## src/rtl/rv_pkg.sv

```systemverilog
// Shared definitions for the issue controller.
// Holds the decoder enable bit positions, the special-instruction code,
// the trap-cause code and the issue FSM state encoding.
package rv_pkg;

    // Bit positions within the decoder enable vector
    localparam int unsigned EN_RS1    = 0;
    localparam int unsigned EN_RS2    = 1;
    localparam int unsigned EN_RD     = 2;
    localparam int unsigned EN_MREAD  = 3;
    localparam int unsigned EN_MWRITE = 4;
    localparam int unsigned EN_WIDTH  = 5;

    typedef enum logic [2:0] {
        SpecBr    = 3'd0,
        SpecJal   = 3'd1,
        SpecJalr  = 3'd2,
        SpecAuipc = 3'd3,
        SpecLui   = 3'd4,
        SpecStore = 3'd5,
        SpecLoad  = 3'd6,
        SpecNone  = 3'd7
    } specinst_e;

    typedef enum logic [1:0] {
        CauseDecode = 2'd0,
        CauseEcall  = 2'd1,
        CauseEbreak = 2'd2
    } trap_cause_e;

    typedef enum logic [1:0] {
        StRun    = 2'd0,
        StWaitBr = 2'd1,
        StTrap   = 2'd2
    } issue_state_e;

    // Instructions whose next PC is unknown until execute resolves them
    function automatic logic is_ctrl_flow(input logic [2:0] spec);
        return (spec == SpecBr) || (spec == SpecJal) || (spec == SpecJalr);
    endfunction

endpackage

```

## src/rtl/issue_ctrl_if.sv

```systemverilog
// Decoder/execute side signals of the issue controller.
// master: the environment (decoder, execute, writeback, trap handler).
// slave : the issue controller itself.
// Signal suffixes (_i/_o) are named from the controller's point of view.
interface issue_ctrl_if #(
    parameter int unsigned RF_SIZE = 5
) ();
    logic                   inst_valid_i;
    logic                   inst_ready_o;
    logic [4:0]             enable_i;
    logic [3*RF_SIZE-1:0]   regi_i;
    logic [2:0]             specinst_i;
    logic                   decode_error_i;
    logic [1:0]             env_exception_i;
    logic                   issue_valid_o;
    logic                   issue_ready_i;
    logic                   wb_valid_i;
    logic [RF_SIZE-1:0]     wb_rd_i;
    logic                   mem_done_i;
    logic                   redirect_i;
    logic                   flush_i;
    logic                   trap_o;
    logic [1:0]             trap_cause_o;
    logic                   busy_o;

    modport master (
        output inst_valid_i, enable_i, regi_i, specinst_i, decode_error_i, env_exception_i,
        output issue_ready_i, wb_valid_i, wb_rd_i, mem_done_i, redirect_i, flush_i,
        input  inst_ready_o, issue_valid_o, trap_o, trap_cause_o, busy_o
    );

    modport slave (
        input  inst_valid_i, enable_i, regi_i, specinst_i, decode_error_i, env_exception_i,
        input  issue_ready_i, wb_valid_i, wb_rd_i, mem_done_i, redirect_i, flush_i,
        output inst_ready_o, issue_valid_o, trap_o, trap_cause_o, busy_o
    );
endinterface

```

## src/rtl/issue_scoreboard.sv

```systemverilog
// Pending-writeback scoreboard: one bit per architectural register.
// Ports:
//   clk, rst            clock, synchronous active-high reset
//   set_en / set_idx    mark a register as pending (issue with a destination)
//   clr_en / clr_idx    retire a pending register (writeback)
//   rs1/rs2/rd_idx      lookup indices
//   rs1/rs2/rd_pend     registered pending state of the looked-up registers
//   any_pend            at least one register is pending
module issue_scoreboard #(
    parameter int unsigned RF_SIZE = 5
) (
    input  logic               clk,
    input  logic               rst,
    input  logic               set_en,
    input  logic [RF_SIZE-1:0] set_idx,
    input  logic               clr_en,
    input  logic [RF_SIZE-1:0] clr_idx,
    input  logic [RF_SIZE-1:0] rs1_idx,
    input  logic [RF_SIZE-1:0] rs2_idx,
    input  logic [RF_SIZE-1:0] rd_idx,
    output logic               rs1_pend,
    output logic               rs2_pend,
    output logic               rd_pend,
    output logic               any_pend
);
    localparam int unsigned NUM_REGS = 1 << RF_SIZE;

    logic [NUM_REGS-1:0] sb_q, sb_d;

    always_comb begin
        sb_d = sb_q;
        if (clr_en) begin
            sb_d[clr_idx] = 1'b0;
        end
        // Set is applied after clear so it wins on a same-index collision
        if (set_en) begin
            sb_d[set_idx] = 1'b1;
        end
        sb_d[0] = 1'b0;
    end

    always_ff @(posedge clk) begin
        if (rst) begin
            sb_q <= '0;
        end else begin
            sb_q <= sb_d;
        end
    end

    // Lookups see only the registered state: no writeback bypass
    assign rs1_pend = sb_q[rs1_idx];
    assign rs2_pend = sb_q[rs2_idx];
    assign rd_pend  = sb_q[rd_idx];
    assign any_pend = |sb_q;

endmodule

```

## src/rtl/issue_ctrl.sv

```systemverilog
// Issue controller between decode and execute.
// Stalls on RAW/WAW hazards against the pending-writeback scoreboard, caps
// outstanding memory operations, holds after control-flow instructions until
// the PC redirect, and parks in a trap state on decode errors / ecall / ebreak
// until flushed.
// Ports:
//   clk, rst   clock, synchronous active-high reset
//   bus        issue_ctrl_if.slave: decoder handshake, execute handshake,
//              writeback/memory retirement, redirect/flush, trap and busy status
module issue_ctrl
    import rv_pkg::*;
#(
    parameter int unsigned RF_SIZE = 5,
    parameter int unsigned MAX_MEM = 4
) (
    input  logic          clk,
    input  logic          rst,
    issue_ctrl_if.slave   bus
);
    localparam int unsigned CNT_W = 4;

    issue_state_e state_q, state_d;
    trap_cause_e  cause_q, cause_d;
    logic [CNT_W-1:0] mem_cnt_q, mem_cnt_d;

    logic [RF_SIZE-1:0] rs1, rs2, rd;
    logic rs1_pend, rs2_pend, rd_pend, any_pend;
    logic rd_nz, hazard, is_mem, mem_stall, trap_cond;
    logic in_run, issue_fire, trap_take, mem_inc, mem_dec;
    trap_cause_e cause_sel;

    assign rs1 = bus.regi_i[0*RF_SIZE +: RF_SIZE];
    assign rs2 = bus.regi_i[1*RF_SIZE +: RF_SIZE];
    assign rd  = bus.regi_i[2*RF_SIZE +: RF_SIZE];

    assign rd_nz = (rd != '0);

    issue_scoreboard #(
        .RF_SIZE (RF_SIZE)
    ) u_scoreboard (
        .clk      (clk),
        .rst      (rst),
        .set_en   (issue_fire && bus.enable_i[EN_RD] && rd_nz),
        .set_idx  (rd),
        .clr_en   (bus.wb_valid_i),
        .clr_idx  (bus.wb_rd_i),
        .rs1_idx  (rs1),
        .rs2_idx  (rs2),
        .rd_idx   (rd),
        .rs1_pend (rs1_pend),
        .rs2_pend (rs2_pend),
        .rd_pend  (rd_pend),
        .any_pend (any_pend)
    );

    assign hazard = (bus.enable_i[EN_RS1] && rs1_pend) ||
                    (bus.enable_i[EN_RS2] && rs2_pend) ||
                    (bus.enable_i[EN_RD] && rd_nz && rd_pend);

    assign is_mem    = bus.enable_i[EN_MREAD] || bus.enable_i[EN_MWRITE];
    assign mem_stall = is_mem && (mem_cnt_q == CNT_W'(MAX_MEM));
    assign trap_cond = bus.decode_error_i || (|bus.env_exception_i);
    assign in_run    = (state_q == StRun);

    assign issue_fire = bus.issue_valid_o && bus.issue_ready_i;
    assign trap_take  = bus.inst_valid_i && in_run && trap_cond;

    always_comb begin
        if (bus.decode_error_i) begin
            cause_sel = CauseDecode;
        end else if (bus.env_exception_i[0]) begin
            cause_sel = CauseEcall;
        end else begin
            cause_sel = CauseEbreak;
        end
    end

    // FSM state register
    always_ff @(posedge clk) begin
        if (rst) begin
            state_q <= StRun;
            cause_q <= CauseDecode;
        end else begin
            state_q <= state_d;
            cause_q <= cause_d;
        end
    end

    // FSM next state
    always_comb begin
        state_d = state_q;
        cause_d = cause_q;
        unique case (state_q)
            StRun: begin
                if (trap_take) begin
                    state_d = StTrap;
                    cause_d = cause_sel;
                end else if (issue_fire && is_ctrl_flow(bus.specinst_i)) begin
                    state_d = StWaitBr;
                end
            end
            StWaitBr: begin
                if (bus.redirect_i) begin
                    state_d = StRun;
                end
            end
            StTrap: begin
                state_d = StTrap;
            end
            default: begin
                state_d = StRun;
            end
        endcase
        // Flush overrides everything, including a trap taken this cycle
        if (bus.flush_i) begin
            state_d = StRun;
            cause_d = CauseDecode;
        end
    end

    // FSM outputs
    always_comb begin
        bus.issue_valid_o = bus.inst_valid_i && in_run && !hazard && !mem_stall && !trap_cond;
        bus.inst_ready_o  = (bus.issue_valid_o && bus.issue_ready_i) || trap_take;
        bus.trap_o        = (state_q == StTrap);
        bus.trap_cause_o  = cause_q;
    end

    // Outstanding memory operation counter
    assign mem_inc = issue_fire && is_mem;
    assign mem_dec = bus.mem_done_i && (mem_cnt_q != '0);

    always_comb begin
        mem_cnt_d = mem_cnt_q;
        if (mem_inc && !mem_dec) begin
            mem_cnt_d = mem_cnt_q + 1'b1;
        end else if (mem_dec && !mem_inc) begin
            mem_cnt_d = mem_cnt_q - 1'b1;
        end
    end

    always_ff @(posedge clk) begin
        if (rst) begin
            mem_cnt_q <= '0;
        end else begin
            mem_cnt_q <= mem_cnt_d;
        end
    end

    assign bus.busy_o = any_pend || (mem_cnt_q != '0);

endmodule

```

## src/flat_wrapper.sv

```systemverilog
// flat-port wrapper written by rule: the top's interface ports become plain ports
module issue_ctrl_flat import rv_pkg::*;
#(
    parameter int unsigned RF_SIZE = 5,
    parameter int unsigned MAX_MEM = 4
)
  (clk, rst, bus_inst_valid_i, bus_enable_i, bus_regi_i, bus_specinst_i, bus_decode_error_i, bus_env_exception_i, bus_issue_ready_i, bus_wb_valid_i, bus_wb_rd_i, bus_mem_done_i, bus_redirect_i, bus_flush_i, bus_inst_ready_o, bus_issue_valid_o, bus_trap_o, bus_trap_cause_o, bus_busy_o);
  issue_ctrl_if #(.RF_SIZE(RF_SIZE)) bus_i ();
  input  logic clk;
  input  logic rst;
  input wire logic [$bits(bus_i.inst_valid_i)-1:0] bus_inst_valid_i;
  input wire logic [$bits(bus_i.enable_i)-1:0] bus_enable_i;
  input wire logic [$bits(bus_i.regi_i)-1:0] bus_regi_i;
  input wire logic [$bits(bus_i.specinst_i)-1:0] bus_specinst_i;
  input wire logic [$bits(bus_i.decode_error_i)-1:0] bus_decode_error_i;
  input wire logic [$bits(bus_i.env_exception_i)-1:0] bus_env_exception_i;
  input wire logic [$bits(bus_i.issue_ready_i)-1:0] bus_issue_ready_i;
  input wire logic [$bits(bus_i.wb_valid_i)-1:0] bus_wb_valid_i;
  input wire logic [$bits(bus_i.wb_rd_i)-1:0] bus_wb_rd_i;
  input wire logic [$bits(bus_i.mem_done_i)-1:0] bus_mem_done_i;
  input wire logic [$bits(bus_i.redirect_i)-1:0] bus_redirect_i;
  input wire logic [$bits(bus_i.flush_i)-1:0] bus_flush_i;
  output wire logic [$bits(bus_i.inst_ready_o)-1:0] bus_inst_ready_o;
  output wire logic [$bits(bus_i.issue_valid_o)-1:0] bus_issue_valid_o;
  output wire logic [$bits(bus_i.trap_o)-1:0] bus_trap_o;
  output wire logic [$bits(bus_i.trap_cause_o)-1:0] bus_trap_cause_o;
  output wire logic [$bits(bus_i.busy_o)-1:0] bus_busy_o;
  assign bus_i.inst_valid_i = bus_inst_valid_i;
  assign bus_i.enable_i = bus_enable_i;
  assign bus_i.regi_i = bus_regi_i;
  assign bus_i.specinst_i = bus_specinst_i;
  assign bus_i.decode_error_i = bus_decode_error_i;
  assign bus_i.env_exception_i = bus_env_exception_i;
  assign bus_i.issue_ready_i = bus_issue_ready_i;
  assign bus_i.wb_valid_i = bus_wb_valid_i;
  assign bus_i.wb_rd_i = bus_wb_rd_i;
  assign bus_i.mem_done_i = bus_mem_done_i;
  assign bus_i.redirect_i = bus_redirect_i;
  assign bus_i.flush_i = bus_flush_i;
  assign bus_inst_ready_o = bus_i.inst_ready_o;
  assign bus_issue_valid_o = bus_i.issue_valid_o;
  assign bus_trap_o = bus_i.trap_o;
  assign bus_trap_cause_o = bus_i.trap_cause_o;
  assign bus_busy_o = bus_i.busy_o;
  issue_ctrl #(.RF_SIZE(RF_SIZE), .MAX_MEM(MAX_MEM)) u_core (.clk(clk), .rst(rst), .bus(bus_i));
endmodule
```

## config.mk

```make
export PLATFORM = sky130hd
export DESIGN_NAME = issue_ctrl_flat
export DESIGN_NICKNAME = d
export VERILOG_FILES = /design/src/rtl/rv_pkg.sv /design/src/rtl/issue_ctrl_if.sv /design/src/rtl/issue_scoreboard.sv /design/src/rtl/issue_ctrl.sv /design/src/flat_wrapper.sv
export SDC_FILE = /design/constraint.sdc
export NUM_CORES = 1
export LEC_CHECK = 0
export CAP_MARGIN = 20
export CORE_ASPECT_RATIO = 1.25
export CORE_MARGIN = 4
export CORE_UTILIZATION = 54
export DETAILED_ROUTE_END_ITERATION = 7
export PLACE_DENSITY = 0.81
export SLEW_MARGIN = 20
export SYNTH_ARGS = -nofsm -noshare
export SYNTH_HDL_FRONTEND = slang
export SYNTH_HIERARCHICAL = 1
export SYNTH_SLANG_ARGS = --single-unit
```

## constraint.sdc

```tcl
create_clock -name clk -period 4 [get_ports clk]
set_input_delay 0.8 -clock clk [delete_from_list [all_inputs] [get_ports clk]]
set_output_delay 0.8 -clock clk [all_outputs]
set_load 0.05 [all_outputs]
```

# Yosys cells after proc, flatten, opt, wreduce, memory -nomap -nowiden

Index checks and enable logic that the tools add are counted.

Register bits: 40
Logic and storage cells: 86
Output and inout bits: 6
Input port bits: 39

Multiplexer cells: 20
Equal/unequal tests: 7
$lt $le $gt $ge: 6
Reduce and logical (&&, ||, !) cells: 43
Bitwise operators: 3
$add $sub $neg: 2

Operator list:

| operator              | number |
|---|---|
| $mux W32              | 2 |
| $and A32 B32 Y32      | 1 |
| $not A32 Y32          | 1 |
| $or A32 B32 Y32       | 1 |
| $reduce_or A32 Y1     | 1 |
| $lt A5 B6 Y1 const B  | 4 |
| $logic_and A1 B1 Y1   | 20 |
| $bmux W1 S5           | 3 |
| $demux W1 S5          | 2 |
| $ge A5 B1 Y1 const B  | 2 |
| $mux W2               | 5 |
| $logic_or A1 B1 Y1    | 8 |
| $mux W4               | 2 |
| $pmux W2 S3           | 1 |
| $logic_not A1 Y1      | 5 |
| $mux W1               | 5 |
| $reduce_bool A5 Y1    | 1 |
| $add A4 B1 Y4 const B | 1 |
| $eq A4 B3 Y1 const B  | 1 |
| $reduce_and A2 Y1     | 2 |
| $reduce_bool A4 Y1    | 1 |
| $reduce_or A2 Y1      | 2 |
| $sub A4 B1 Y4 const B | 1 |
| $eq A3 B1 Y1 const B  | 1 |
| other kinds (8)       | 8 |

# Depth between registers and ports, before layout

Gate-level depths: netlist of run 1.

Depth in word-level cells: 15
Gate-level depth with buffers: 16
Gate-level depth less buffers: 15

# Cells and area by module

Netlist of run 1, hierarchy kept.

Modules (own cells, without submodules):

| module           | times used | area each (um^2) | cells an instance | sequential area each (um^2) |
|---|---|---|---|---|
| issue_scoreboard | 1          | 2245.9           | 275               | 620.6 |
| issue_ctrl       | 1          | 548.0            | 64                | 160.2 |

# Worst setup path before layout of run 1

No wires, ideal clock.

Path kind: input port to flip-flop
Start: input port bus_regi_i[1]
End: register u_core.mem_cnt_q[3]
Data arrival time: 3595 ps
Required time: 3879 ps
Path slack: 285 ps
Buffers on the path: 1
Stages on the path: 16
Setup time: 121 ps
Path through: buf_6 > mux4_2 > nand2b_1 > o211ai_1 > nand4_1 > a22oi_1 > and3_1 > o2111ai_2 > nor2_1 > ha_1 > inv_1 > ha_1 > a21oi_1 > a211oi_1 > a31oi_1 > mux2_2

Cells in the longest elaborated chain, start to end: 14
Elaborated cells on any way between the ends: 16
Classes of those cells: mux (3); reduce/logical (13)

Ends and longest elaborated chain:

| item                               | line                   | text |
|---|---|---|
| from (decl)                        | flat_wrapper.sv:13     | `input wire logic [$bits(bus_i.regi_i)-1:0] bus_regi_i;` |
| $bmux W1 S5 *                      | issue_scoreboard.sv:51 | `assign rs1_pend = sb_q[rs1_idx];` |
| $mux W1 (not written as such) *    | issue_scoreboard.sv:51 |  |
| net u_core.rs1_pend                | issue_ctrl.sv:27       | `logic rs1_pend, rs2_pend, rd_pend, any_pend;` |
| $logic_and A1 B1 Y1 *              | issue_ctrl.sv:56       | `assign hazard = (bus.enable_i[EN_RS1] && rs1_pend) \|\|` |
| $logic_or A1 B1 Y1 *               | issue_ctrl.sv:56       |  |
| $logic_or A1 B1 Y1 *               | issue_ctrl.sv:57       | `(bus.enable_i[EN_RS2] && rs2_pend) \|\|` |
| $logic_not A1 Y1 *                 | issue_ctrl.sv:123      | `bus.issue_valid_o = bus.inst_valid_i && in_run && !hazard && !mem_stall && !trap_cond;` |
| $logic_and A1 B1 Y1 * (3 in a row) | issue_ctrl.sv:123      |  |
| $logic_and A1 B1 Y1 *              | issue_ctrl.sv:65       | `assign issue_fire = bus.issue_valid_o && bus.issue_ready_i;` |
| $logic_and A1 B1 Y1 *              | issue_ctrl.sv:130      | `assign mem_inc = issue_fire && is_mem;` |
| $logic_not A1 Y1                   | issue_ctrl.sv:137      | `end else if (mem_dec && !mem_inc) begin` |
| $logic_and A1 B1 Y1                | issue_ctrl.sv:137      |  |
| $reduce_bool A2 Y1 (no line)       | -                      |  |
| to (signal assigned)               | issue_ctrl.sv:146      | `mem_cnt_q <= mem_cnt_d;` |
| to (decl)                          | issue_ctrl.sv:24       | `logic [CNT_W-1:0] mem_cnt_q, mem_cnt_d;` |

The timed path passes the listed nets; every way through them passes the cells marked *. The select of a mux whose other input is x is not followed.
A chain may end at the register's enable or synchronous reset.

# Worst setup path after layout of run 1

Start: input port bus_regi_i[10]
End: register u_core.mem_cnt_q[3]

Cells in the longest elaborated chain, start to end: 13
Elaborated cells on any way between the ends: 17
Classes of those cells: mux (3); reduce/logical (14)

Ends and longest elaborated chain:

| item                               | line                   | text |
|---|---|---|
| $bmux W1 S5 *                      | issue_scoreboard.sv:53 | `assign rd_pend = sb_q[rd_idx];` |
| $mux W1 (not written as such) *    | issue_scoreboard.sv:53 |  |
| net u_core.rd_pend                 | issue_ctrl.sv:27       |  |
| $logic_and A1 B1 Y1 *              | issue_ctrl.sv:58       | `(bus.enable_i[EN_RD] && rd_nz && rd_pend);` |
| $logic_or A1 B1 Y1 *               | issue_ctrl.sv:57       |  |
| $logic_not A1 Y1 *                 | issue_ctrl.sv:123      |  |
| $logic_and A1 B1 Y1 * (3 in a row) | issue_ctrl.sv:123      |  |
| $logic_and A1 B1 Y1 *              | issue_ctrl.sv:65       |  |
| $logic_and A1 B1 Y1 *              | issue_ctrl.sv:130      |  |
| $logic_not A1 Y1                   | issue_ctrl.sv:137      |  |
| $logic_and A1 B1 Y1                | issue_ctrl.sv:137      |  |
| $reduce_bool A2 Y1 (no line)       | -                      |  |

Marks and branches as above.

==> impl_metrics.json, run 1 <==
{
  "post-route-min-period_ps": 3790,
  "synth_nets": 382,
  "drv_cap": 0,
  "max_stage_delay_ps": 530,
  "maxSlewViolCount": 0,
  "cts_root_buffer": "clkbuf_8",
  "postRouteAntennaNets": 0,
  "netlist_instances": 339,
  "cts-htree-levels": 2,
  "dp_slack_ps": -421,
  "critPathBufInv": 4,
  "peakVddDrop_mv": 0.307,
  "wl_met2_um": 4270,
  "synth-simple-area-share": 0.252,
  "tightest_slew_ps": 503,
  "fin_util": 0.722,
  "clk-insertion-delay-late_ps": 290,
  "synth-xor-area-share": 0.00627,
  "cp.arrival_ps": 3980,
  "io_pins": 45,
  "detail_route.iter0.violations": 306,
  "grt_usage": 0.280,
  "fin_setup_tns_ps": 0,
  "yosysTopAreaCellShare": 0.279,
  "nFillCells": 413,
  "synth_edf_count": 0,
  "via_per_inst": 6.56,
  "critPathMostFrequentCell": "inv_1",
  "wl_per_cell_um": 19.3,
  "first_global_vias": 2892,
  "first_pass_iters": 5,
  "dpl_cell_area_um2": 3430,
  "diodes": 0,
  "fmax_mhz": 264,
  "synth_top_area_cell": "dfxtp_1",
  "grt_pass1_wl_um": 14000,
  "fin_skew_ps": 6.57,
  "cp_num_cells": 16,
  "port_buffers": 44,
  "drt-total-wl_um": 8960,
  "fin_crit_sh": 0.948,
  "grt_overflow": 0,
  "grt_max_degree": 40,
  "synthAdderAreaFrac": 0.0206,
  "m1WireLength_um": 3380,
  "dieHeight_um": 88.4,
  "yosys-top-cells-count": "a21oi_1, dfxtp_1, nand2_1, o21ai_0, mux2i_1",
  "relSlewSlack": 0.664,
  "synth_area_per_cell_um2": 8.24,
  "crit_type": "input port to register",
  "clkTransAtPathRegs_ps": 80,
  "cts_sinks": 39,
  "area_growth_pct": 30.4,
  "p_leak_nw": 1.43,
  "post-synth-top-count-cell": "a21oi_1",
  "cp_data_required_time_ps": 4180,
  "ys_seq_area_frac": 0.279,
  "finalInstanceArea_um2": 3640,
  "cp-end-kind": "register",
  "numCtsBuffers": 5,
  "core_um2": 5040,
  "hold_viol_final": 0,
  "synth-compound-area-share": 0.211,
  "power.density_nw_per_um2": 311,
  "antenna_found_initial": 0,
  "drcViolationCount": 0,
  "synthTopCellsByArea": "dfxtp_1, mux2i_1, a21oi_1",
  "finalNetCount": 445,
  "synth_cell_types": 45,
  "rsz0062_at_grt": "no",
  "ys_seq_elements": 39,
  "synth_warnings": 6,
  "min_delay_path_depth": 1,
  "async_flop_share": 0,
  "crit_slowest_cell": "clkdlybuf4s50_1",
  "critPathMaxFanout": 2,
  "cts_buffer_depth": 2,
  "finalSetupViolCount": 0,
  "highest_layer": "met4",
  "start_util": 0.554,
  "syn_area_um2": 2790,
  "synth_top_family_by_area": "simple AND/OR/NAND/NOR gates",
  "critPathTopFamily": "multiplexers",
  "reg2reg_depth": 16,
  "hpwl_um": 6290,
  "worstPathCellList": "clkdlybuf4s50_1 > mux4_2 > nand2b_1 > o2111ai_1 > nand4_1 > inv_1 > o2111ai_2 > nor2_1 > ha_2 > inv_1 > buf_4 > ha_1 > nand3_1 > a211oi_2 > a31oi_1 > mux2_2",
  "design.die.area_um2": 6400,
  "layout_setup_ws_ps": 208,
  "fin_cells": 465,
  "cts_tree": "yes",
  "drive_gt1_frac": 0.146,
  "status": "complete, no violations",
  "synthMuxAreaShare": 0.181,
  "dieWidth_um": 72.3,
  "hold_path_class": "register to register",
  "via_count": 3051,
  "ys.flop_type": "dfxtp_1",
  "gp_congestion": 1.00,
  "wl_met3_um": 847,
  "start_kind": "input port",
  "num_rows": 29,
  "placedCellCount": 453
}
-- power by group --
group,total (W),internal [W],switching (W)
Clock,0.000339,0.000186,0.000153
Sequential,0.000427,0.000404,0.0000226
Combinational,0.000367,0.000182,0.000185
-- cell usage in the layout, fill, tap and decap left out, types with 2 or more instances in the layout --
cell type	synthesis	final
dfxtp_1	39	39
nor3b_1	5	5
nor3_1	4	4
inv_1	6	6
nor4_1	8	8
nor2b_1	6	6
o211a_1	2	2
clkbuf_8	0	5
nand3_1	16	16
mux4_2	6	6
o2111ai_1	3	3
nand2_1	39	39
mux2i_1	28	27
o211ai_1	3	3
clkdlybuf4s50_1	0	35
mux4_1	3	3
nand3b_1	6	6
ha_1	3	2
a21oi_1	42	41
buf_12	0	5
clkbuf_16	0	2
or3b_2	3	3
dlymetal6s2s_1	0	5
a22oi_1	7	6
clkbuf_2	0	2
and3b_1	3	3
a211oi_1	5	4
nor2_1	22	22
and3_1	3	2
nand4_1	4	4
and2b_1	3	3
nand2b_1	7	7
buf_4	3	22
o21ai_0	32	32
-- through the flow --
stage	hold WS, ps	total power [W]
after floorplan	468	0.000644
after global placement	506	0.000775
after detailed placement	502	0.000783
after CTS	521	0.00112
after global routing	538	0.00119
final	517	0.00113
-- per-layer routing --
metal | GRT usage | vias to the layer above
met3 | 0.0466 | 51
met5 | 0 | -
met1 | 0.352 | 1407
li1 | - | 1399
met4 | 0.176 | 0
met2 | 0.444 | 194
-- layout make-up --
type	count	area (um2)	share of cell area
Inverter	6	22.5	0.00618
Timing Repair Buffer	72	749	0.206
Clock buffer	5	68.8	0.0189
Tap cell	62	77.6	0.0213
Clock inverter	3	43.8	0.0120
Multi-Input combinational cell	278	1900	0.521
Sequential cell	39	781	0.214
-- flip-flops by register name, indices dropped and copies added (netlist names) --
register,cells
u_core/u_scoreboard/sb_q,31
u_core/mem_cnt_q,4
u_core/bus.trap_cause_o,2
u_core/state_q,2
-- cell families after synthesis --
kind of cell | after synthesis
AOI/OAI and AO/OA | 100
buffers and inverters | 22
muxes | 38
xor gates and xnor gates | 2
adders and majority gates | 4
DFF | 39
and+or+nand+nor | 134
-- final timing paths --
kind | start | to | slack [ps]
hold reg to reg | u_core/bus.trap_cause_o[1] | u_core/bus.trap_cause_o[1] | 520
hold / removal | u_core/bus.trap_cause_o[1] | u_core/bus.trap_cause_o[1] | 520
setup reg to reg | u_core/u_scoreboard/sb_q[7] | u_core/mem_cnt_q[3] | 580
setup / recovery | bus_regi_i[10] | u_core/mem_cnt_q[3] | 210
-- worst reg2reg max path, cell delays in order, from the launching register on --
cell and delay, ps:
dfxtp_1 380, mux4_2 480, nand2b_1 150, o211ai_1 100, nand4_1 180, a22oi_2 190, and3_4 220, o2111ai_2 110
nor2_1 150, ha_2 190, inv_1 50, buf_4 130, ha_1 260, nand3_1 120, a211oi_2 70, a31oi_1 180
mux2_2 350
-- timing repair --
action / CTS / global route
gates resized for setup: 3 / 15
hold buffers: 0 / 0
gates cloned: 0 / 2
endpoints found under the setup margin: 3 / 4
pin swaps: 0 / 5
setup buffers: 1 / 1
(Power assumes the default switching activity.)
==> run 2, diff against run 1 <==
Settings changed: CORE_UTILIZATION 54 to 55, PLACE_DENSITY 0.81 to 0.82, SYNTH_HIERARCHICAL 1 to default.
==> run 2 against run 1 <==
Routed wire length rose by 13%. Critical path depth fell by 7. Register-to-register slack improved by 40 ps. Clock skew rose by 3.5 ps. Clock power fell by 16%. Via count rose by 10%. Fmax fell by 2.2%. Die area rose by 7.3%. Critical path type is now input port to primary output. Largest cell class unchanged. Highest routed layer unchanged.
==> impl_metrics.json, run 2 <==
{
  "status": "complete, no violations",
  "fin_crit_sh": 0.969,
  "top_register": "u_core.u_scoreboard.sb_q",
  "area_growth_pct": 29.3,
  "drcViolationCount": 0,
  "critPathBufInv": 3,
  "finalSetupViolCount": 0,
  "total_power_w": 0.00105,
  "post-route-min-period_ps": 3880,
  "hold_end": "u_core.mem_cnt_q[3]",
  "crit_slowest_cell": "clkdlybuf4s50_1",
  "startpoint": "bus_regi_i[7]",
  "first_pass_iters": 5,
  "critPathTopFamily": "buffers and inverters",
  "postRouteAntennaNets": 0,
  "cts_tree": "yes",
  "drt-total-wl_um": 10100,
  "dieWidth_um": 74.9,
  "worstPathCellList": "clkdlybuf4s50_1 > mux4_2 > a221oi_1 > o21ai_0 > nand3_1 > nand2_2 > buf_8 > o31ai_4 > buf_12",
  "fin_skew_ps": 10.1,
  "async_flop_share": 0,
  "dpl_cell_area_um2": 3830,
  "clkTransAtPathRegs_ps": 80,
  "reg2reg_depth": 14,
  "start_kind": "input port",
  "ys_seq_area_frac": 0.254,
  "via_count": 3369,
  "crit_type": "input port to primary output",
  "min_from": "u_core.mem_cnt_q[3]",
  "cts_root_buffer": "clkbuf_8",
  "grt_overflow": 0,
  "start_util": 0.566,
  "synth_nets": 412,
  "cp-end-kind": "primary output",
  "synth_area_per_cell_um2": 8.34,
  "hpwl_um": 7780,
  "largest_reg_flops": 31,
  "ys.flop_type": "dfxtp_1",
  "yosysTopAreaCellShare": 0.254,
  "layout_commonest_cell": "buf_4",
  "tightest_slew_ps": 614,
  "peakVddDrop_mv": 0.334,
  "maxSlewViolCount": 0,
  "grt_pass1_wl_um": 16000,
  "rrSetupSlack_ps": 620,
  "cp_data_required_time_ps": 3200,
  "grt_usage": 0.304,
  "cts_buffer_depth": 2,
  "detail_route.iter0.violations": 442,
  "cp.arrival_ps": 3080,
  "design.die.area_um2": 6860,
  "p_leak_nw": 1.43,
  "numCtsBuffers": 5,
  "reg.largest.list": "u_core.u_scoreboard.sb_q: 31 flops, u_core.mem_cnt_q: 4 flops",
  "post-synth-top-count-cell": "dfxtp_1",
  "finalNetCount": 483,
  "drive_gt1_frac": 0.184,
  "hold_path_class": "register to register",
  "wl_per_cell_um": 20.1,
  "syn_area_um2": 3080,
  "gp_congestion": 0.927,
  "cts-htree-levels": 2,
  "yosys-top-cells-count": "dfxtp_1, nand2_1, o21ai_0, mux2i_1, nand3_1",
  "grt_max_degree": 26,
  "ys_seq_elements": 39,
  "antenna_found_initial": 0,
  "drv_cap": 0,
  "synth_top_area_cell": "dfxtp_1",
  "final_cell_mix": "buf_4, dfxtp_1, clkdlybuf4s50_1",
  "fmax_mhz": 258,
  "r2r-end": "u_core.mem_cnt_q[3]",
  "power.density_nw_per_um2": 263,
  "relSlewSlack": 0.589,
  "synthTopCellsByArea": "dfxtp_1, mux4_2, mux2i_1",
  "first_global_vias": 3265,
  "timing.rr.start": "u_core.u_scoreboard.sb_q[11]",
  "diodes": 0,
  "port_buffers": 44,
  "min_delay_path_depth": 2,
  "dieHeight_um": 91.6,
  "critPathMaxFanout": 20,
  "rsz0062_at_grt": "no",
  "nFillCells": 418,
  "synth_edf_count": 0,
  "fin_util": 0.731,
  "synth_warnings": 0,
  "netlist_instances": 369,
  "clk-insertion-delay-late_ps": 300,
  "cts_hold_buf": 0,
  "via_per_inst": 6.67,
  "synth_cell_types": 57,
  "hold_viol_final": 0,
  "core_um2": 5440,
  "cts_sinks": 39,
  "num_rows": 30,
  "io_pins": 45,
  "max_stage_delay_ps": 550,
  "finalInstanceArea_um2": 3980
}
[run 2: cell count changes in the layout (fill, tap and decap cells not counted), moves of 4 or more]
cell and change:
a21oi_1 -36, o31ai_1 +22, buf_4 +19, nand3b_1 +16, nor2b_1 +14, nand2_1 -10
nor3_1 +10, nand3_1 +8, mux4_2 +6, a22oi_1 -4, nor2_1 -4, o21ai_0 -4
[run 2: area by class of cell]
cell class | instances | area [um2] | share of cell area
inverter | 7 | 26.3 | 0.00660
timing repair buffer | 86 | 782 | 0.197
sequential | 39 | 781 | 0.196
clock inverter | 2 | 13.8 | 0.00346
clock buffer | 6 | 82.6 | 0.0208
multi-input combinational | 301 | 2210 | 0.556
tap | 64 | 80.1 | 0.0201
[run 2: cell families after synthesis]
kind of cell	count (synthesis)	synth area share
simple gates	172	0.313
flops	39	0.254
fa+ha+maj	4	0.0187
compound gates	82	0.186
mux	40	0.180
xor+xnor	3	0.00854
buf+inv	29	0.0407
[run 2: worst max-delay path by stage]
stage,endpoint,slack [ps],cells after the start
CTS,bus_inst_ready_o,7,9
global placement,u_core.mem_cnt_q[3],-380,15
global route,u_core.mem_cnt_q[3],9,15
floorplan,u_core.mem_cnt_q[3],6,16
finish,bus_inst_ready_o,120,9
detailed placement,u_core.mem_cnt_q[3],-440,15
[run 2: worst reg2reg max path: stages (launching register included)]
cell       delay (ps)
dfxtp_1           400
mux4_2            490
nand2_1            90
o211ai_1          130
a2111oi_4         430
nand2_2           160
nor4_4            220
ha_2              210
inv_1              50
ha_1              270
a21o_1            200
a21oi_2           140
xnor2_1            70
or3_1             300
a21oi_1           130
[run 2: stage by stage]
stage | TNS, ps | setup WS (ps) | hold WS [ps] | std cells
4_1_cts | 0 | 7.23 | 495 | 504
3_3_place_gp | -920 | -381 | 483 | 496
6_report | 0 | 123 | 494 | 505
3_5_place_dp | -1160 | -437 | 484 | 496
5_1_grt | 0 | 9.17 | 526 | 505
2_1_floorplan | 0 | 6.16 | 458 | 369
[run 2: report_power, final]
part	leakage, nW	total (W)	switching [W]	internal [W]
combinational	1.06	0.000344	0.000181	0.000163
clock	0.0516	0.000285	0.000144	0.000141
sequential	0.315	0.000416	0.0000151	0.000401
total	1.43	0.00105	0.000341	0.000705
[run 2: layer usage]
layer	vias to the layer above	global-route usage	part of all wire	wire, um
li1	1551	-	-	-
met4	0	0.142	0.055	552
met1	1580	0.363	0.37	3750
met5	-	0	0	0
met2	188	0.516	0.50	5030
met3	50	0.0471	0.078	790
[run 2: timing repair]
action                     CTS  global route
buffers inserted             0             1
pin swaps                    1             2
gates resized for setup      6            10
gates cloned                 0             0
setup endpoints to repair    4             4
==> run 3, diff against run 2 <==
Settings changed: CORE_UTILIZATION 55 to 54, CTS_CLUSTER_SIZE from default to 40, PLACE_DENSITY 0.82 to 0.81, SYNTH_HIERARCHICAL from default to 1.
==> results of run 3 <==
The final DEF is identical to that of run 1; final timing and power are the same.
